===== config.mk =====
export PLATFORM = sky130hd
export DESIGN_NAME = mem_init_arbiter
export DESIGN_NICKNAME = d
export VERILOG_FILES = /design/src/rtl/mem_init_arbiter.sv
export SDC_FILE = /design/constraint.sdc
export NUM_CORES = 1
export LEC_CHECK = 0
export ABC_AREA = 1
export CAP_MARGIN = 10
export CELL_PAD_IN_SITES_DETAIL_PLACEMENT = 1
export CELL_PAD_IN_SITES_GLOBAL_PLACEMENT = 1
export CORE_AREA = 10 10 101 103
export CTS_CLUSTER_DIAMETER = 60
export CTS_CLUSTER_SIZE = 30
export DETAILED_ROUTE_END_ITERATION = 6
export DIE_AREA = 0 0 111 113
export MAX_ROUTING_LAYER = met4
export PLACE_DENSITY_LB_ADDON = 0.1
export SLEW_MARGIN = 20
export SYNTH_ARGS = -nofsm -noshare
export SYNTH_HDL_FRONTEND = slang
export SYNTH_SLANG_ARGS = --single-unit

===== constraint.sdc =====
create_clock -name clk_sys -period 1.2 [get_ports clk_sys]
set_input_delay 0.24 -clock clk_sys [delete_from_list [all_inputs] [get_ports clk_sys]]
set_output_delay 0.24 -clock clk_sys [all_outputs]
set_load 0.05 [all_outputs]

===== src/rtl/mem_init_arbiter.sv =====
// Memory port arbiter: a download path, an address-range eraser and the CPU share one
// registered memory port, with download > erase > CPU priority evaluated every cycle.
module mem_init_arbiter #(
  parameter int unsigned       ADDR_W         = 16,
  parameter int unsigned       DATA_W         = 8,
  parameter int unsigned       ERASE_START    = 0,
  parameter int unsigned       ERASE_END      = (2**ADDR_W) - 1,
  parameter logic [DATA_W-1:0] FILL           = '0,
  parameter int unsigned       ERASE_ON_RESET = 1
) (
  input  logic              clk_sys,
  input  logic              reset,
  input  logic              erase_req,
  input  logic              dl_active,
  input  logic              dl_wr,
  input  logic [ADDR_W-1:0] dl_addr,
  input  logic [DATA_W-1:0] dl_data,
  input  logic [ADDR_W-1:0] cpu_addr,
  input  logic [DATA_W-1:0] cpu_dout,
  input  logic              cpu_rd,
  input  logic              cpu_wr,
  output logic [ADDR_W-1:0] mem_addr,
  output logic [DATA_W-1:0] mem_din,
  output logic              mem_wr,
  output logic              mem_rd,
  output logic              cpu_hold,
  output logic              eraser_busy,
  output logic              erase_done
);

  localparam logic [1:0] ST_IDLE     = 2'd0;
  localparam logic [1:0] ST_ERASE    = 2'd1;
  localparam logic [1:0] ST_DOWNLOAD = 2'd2;

  localparam logic [ADDR_W-1:0] START_C    = ADDR_W'(ERASE_START);
  localparam logic [ADDR_W-1:0] END_C      = ADDR_W'(ERASE_END);
  localparam logic [ADDR_W-1:0] ONE_C      = {{(ADDR_W-1){1'b0}}, 1'b1};
  localparam logic              BUSY_RST_C = (ERASE_ON_RESET != 0) ? 1'b1 : 1'b0;

  logic [1:0]        state_s;
  logic [ADDR_W-1:0] eff_cnt_s;

  logic [ADDR_W-1:0] cnt_q, cnt_d;
  logic              busy_q, busy_d;
  logic              fin_q, fin_d;
  logic              done_q, done_d;
  logic [ADDR_W-1:0] mem_addr_q, mem_addr_d;
  logic [DATA_W-1:0] mem_din_q, mem_din_d;
  logic              mem_wr_q, mem_wr_d;
  logic              mem_rd_q, mem_rd_d;

  // Owner selection, erase bookkeeping and next memory-port values.
  always_comb begin
    if (dl_active) begin
      state_s = ST_DOWNLOAD;
    end else if (busy_q) begin
      state_s = ST_ERASE;
    end else begin
      state_s = ST_IDLE;
    end

    // A restart request takes effect on the write issued in the same cycle.
    eff_cnt_s  = erase_req ? START_C : cnt_q;

    busy_d     = busy_q;
    fin_d      = fin_q;
    cnt_d      = cnt_q;
    done_d     = 1'b0;
    mem_addr_d = mem_addr_q;
    mem_din_d  = mem_din_q;
    mem_wr_d   = 1'b0;
    mem_rd_d   = 1'b0;

    // fin_q marks the cycle after the last address was issued: the erase completes then,
    // whoever owns the port.
    if (erase_req) begin
      busy_d = 1'b1;
      fin_d  = 1'b0;
      cnt_d  = START_C;
    end else if (fin_q) begin
      busy_d = 1'b0;
      fin_d  = 1'b0;
      done_d = 1'b1;
    end else begin
      busy_d = busy_q;
    end

    case (state_s)
      ST_DOWNLOAD: begin
        mem_addr_d = dl_addr;
        mem_din_d  = dl_data;
        mem_wr_d   = dl_wr;
        mem_rd_d   = 1'b0;
      end
      ST_ERASE: begin
        if (erase_req || !fin_q) begin
          mem_addr_d = eff_cnt_s;
          mem_din_d  = FILL;
          mem_wr_d   = 1'b1;
          // End of range is found by comparison so a full-width range never wraps.
          if (eff_cnt_s == END_C) begin
            fin_d = 1'b1;
            cnt_d = eff_cnt_s;
          end else begin
            fin_d = 1'b0;
            cnt_d = eff_cnt_s + ONE_C;
          end
        end else begin
          mem_wr_d = 1'b0;
        end
      end
      default: begin
        mem_addr_d = cpu_addr;
        mem_din_d  = cpu_dout;
        mem_wr_d   = cpu_wr;
        mem_rd_d   = cpu_rd;
      end
    endcase
  end

  // State and registered memory port.
  always_ff @(posedge clk_sys or posedge reset) begin
    if (reset) begin
      cnt_q      <= START_C;
      busy_q     <= BUSY_RST_C;
      fin_q      <= 1'b0;
      done_q     <= 1'b0;
      mem_addr_q <= '0;
      mem_din_q  <= '0;
      mem_wr_q   <= 1'b0;
      mem_rd_q   <= 1'b0;
    end else begin
      cnt_q      <= cnt_d;
      busy_q     <= busy_d;
      fin_q      <= fin_d;
      done_q     <= done_d;
      mem_addr_q <= mem_addr_d;
      mem_din_q  <= mem_din_d;
      mem_wr_q   <= mem_wr_d;
      mem_rd_q   <= mem_rd_d;
    end
  end

  // The CPU is stalled whenever download holds the port or an erase is outstanding.
  assign cpu_hold    = busy_q | (dl_active & ~reset);
  assign eraser_busy = busy_q;
  assign erase_done  = done_q;
  assign mem_addr    = mem_addr_q;
  assign mem_din     = mem_din_q;
  assign mem_wr      = mem_wr_q;
  assign mem_rd      = mem_rd_q;

endmodule


==> results_dict.tcl, run 1 <==
set metrics [dict create \
    status "finished, violations left" \
    violations "negative setup slack" \
    grt_pass1_wl_microns 16300 \
    ys_async_sr_fraction_pct 100 \
    cts_inserted_buffers 5 \
    crit_path_start_kind "flop" \
    finClkSkew_ns 0.00806 \
    ctsLongestPathBuffers 2 \
    cp_max_fo 4 \
    hp-start "cpu_rd" \
    max-cap-violations 0 \
    port-buffer-count 83 \
    synth_common_cells "nand2_1 (68), dfrtp_1 (44), nor2_1 (43)" \
    synth_warnings 0 \
    drive_gt1_share_pct 49.7 \
    clock_latency_ns 0.30 \
    grt_pass1_vias 2988 \
    hold-path-cell-count 3 \
    yosys.area.top_type_share_pct 47.5 \
    first_pass_iters 4 \
    rsz0062_at_grt "true" \
    cp-end-kind "flop" \
    area_delta_synth_final_pct 109 \
    ys_ff_latch 45 \
    root_buffer "clkbuf_8" \
    synth_cells 290 \
    crit_type "flop to flop" \
    worstReg2RegEnd "cnt_q[7]" \
    drcViolationCount 0 \
    grt_start_max_net_pins 26 \
    synth_edf_count 0 \
    hold_path_class "input pin to flop" \
    ant_nets 0 \
    die_area_sq_um 12500 \
    grtUsageTotal_pct 16.4 \
    hpwl_microns 6910 \
    row_count 33 \
    hold-path-endpoint "mem_rd" \
    max-vdd-ir-drop_uv 488 \
    cts_hold_buf 0 \
    timing.rr.start "eraser_busy" \
    synth_area_sq_um 2320 \
    core_area_sq_um 8130 \
    grt-ovfl-total 0 \
    start_util_pct 28.5 \
    cts_tree "built" \
    yosysMostFrequentCell "nand2_1" \
    synth_largest_area_cell "dfrtp_1" \
    initialDrtViolationCount 77 \
    reg2reg_slack_ns -0.58 \
    maxClockFrequency_mhz 562 \
    synth_nets 345 \
    clk_pin_slew_ns 0.08 \
    tightest_slew_ns 0.418 \
    drt_wl_total_microns 10800 \
    yosys-top-cells-area "dfrtp_1 (47%), nand2_1 (11%), a21oi_1 (8.4%), nor2_1 (7.0%), inv_1 (3.9%)" \
    cts.sinks 45 \
    utilization_pct 59.5 \
    hold_viol_final 0 \
    fin_ws_ns -0.578 \
    antenna_found_initial 0 \
    period_needed_ns 1.78 \
    fin_crit_sh_pct 148 \
    crit_arrival_ns 2.01 \
    fin_hold_ws_ns 0.480 \
    slew_headroom_pct 72.1 \
    dp_slack_ns -0.870 \
    setup_viol 44 \
    htreeDepth 2 \
    wl_per_cell_microns 19.5 \
    p_total_mw 3.54 \
    place.gp.congestion 0.922 \
    vias 2672 \
    power.density_nw_per_um2 732 \
    yosysSeqAreaShare_pct 48.6 \
    die_w_microns 111 \
    die_y_microns 113 \
    yosysUniqueCellTypes 27 \
    io_pins 84 \
    worstRegToRegCells 8 \
    antenna_cells 0 \
    nNetsFinal 501 \
    required_ns 1.43 \
    synth_top_flop_cell "dfrtp_1" \
    avgSynthCellArea_sq_um 7.99 \
    p_leak_nw 2.16 \
    drv_slew 0 \
    vias_per_cell 4.84 \
]
==> per-stage QoR <==
step           cell area (sq um)  instances  setup TNS [ns]
6_report                    4840        552          -13.70
5_1_grt                     4840        552          -16.37
3_5_place_dp                3930        513          -29.80
3_3_place_gp                3930        513          -25.98
2_1_floorplan               2370        290           -6.71
4_1_cts                     4520        545          -13.20
==> state kept, by name, indices dropped and copies added (netlist names) <==
| register | flops |
|---|---|
| fin_q | 1 |
| mem_addr | 16 |
| erase_done | 1 |
| eraser_busy | 1 |
| mem_rd | 1 |
| mem_wr | 1 |
| cnt_q | 16 |
| mem_din | 8 |
==> timing repair <==
| action | in CTS | in global routing |
|---|---|---|
| resized for setup | 78 | 62 |
| setup endpoints to repair | 44 | 45 |
| buffers inserted | 20 | 6 |
| pin swaps | 27 | 28 |
| hold endpoints to repair | 0 | 0 |
| cloned | 5 | 1 |
==> power breakdown <==
part           internal [mW]  leakage, nW  switching (mW)  total, mW
clock network          0.471       0.0455           0.524      0.995
registers               1.57        0.590          0.0693       1.64
logic                  0.488         1.52           0.416      0.904
total                   2.53         2.16            1.01       3.54
==> cell families after synthesis <==
| family | synth area share (%) |
|---|---|
| buffers and inverters | 7.34 |
| XOR/XNOR | 1.89 |
| AND/OR/NAND/NOR | 28.0 |
| flip-flops | 48.6 |
| AO/OA/AOI/OAI | 14.2 |
==> how the worst max path moves through the flow <==
stage,from,endpoint
floorplan,eraser_busy,cnt_q[13]
global placement,erase_req,cnt_q[8]
detailed placement,erase_req,cnt_q[11]
CTS,eraser_busy,cpu_hold
global route,eraser_busy,cnt_q[7]
finish,eraser_busy,cnt_q[7]
==> layer usage <==
layer,vias up,GRT usage (%),wire length [microns]
met5,-,-,0
met4,0,3.82,144
met3,13,3.06,291
met2,69,28.8,5670
met1,1328,19.0,4670
li1,1262,-,-
==> critical path, cell delays in order (launching register included) <==
cell and delay, ns:
dfstp_4 0.67, nand2_8 0.07, buf_12 0.13, nor2_4 0.15, buf_6 0.17, nand3_2 0.12, nand2_1 0.14, nand2_1 0.15
inv_1 0.10
==> cell usage in the layout (no fill, tap or decap), types with 3 or more instances in the layout <==
cell / instances
nor2_1: 17
nand3_1: 3
nand3_2: 13
a21oi_2: 14
clkbuf_8: 6
buf_6: 9
o21ai_2: 3
a21oi_4: 3
inv_1: 18
nand2_1: 45
xor2_1: 5
nand2_2: 17
buf_4: 54
inv_4: 3
a21oi_1: 22
clkdlybuf4s50_1: 53
a22oi_1: 8
nor2_2: 18
nand2_4: 6
inv_2: 3
nor2_4: 16
nand3_4: 3
buf_12: 36
dfrtp_1: 43
==> area by class of cell <==
class,instances,area (sq um)
flip-flops and latches,45,1130
inverters,27,125
fillers,909,3300
clock buffers,8,90.1
well taps,105,131
multi-input cells,207,1460
repair buffers,158,1880
repair inverters,2,18.8
(Power assumes the default switching activity.)
==> run 2: changes to the inputs <==
--- a/config.mk
+++ b/config.mk
@@ -16,7 +16,6 @@
 export DIE_AREA = 0 0 111 113
 export MAX_ROUTING_LAYER = met4
 export PLACE_DENSITY_LB_ADDON = 0.1
-export SLEW_MARGIN = 20
 export SYNTH_ARGS = -nofsm -noshare
 export SYNTH_HDL_FRONTEND = slang
 export SYNTH_SLANG_ARGS = --single-unit
==> results of run 2 <==
Same layout as run 1: the final DEF is identical, and so are final timing and power.
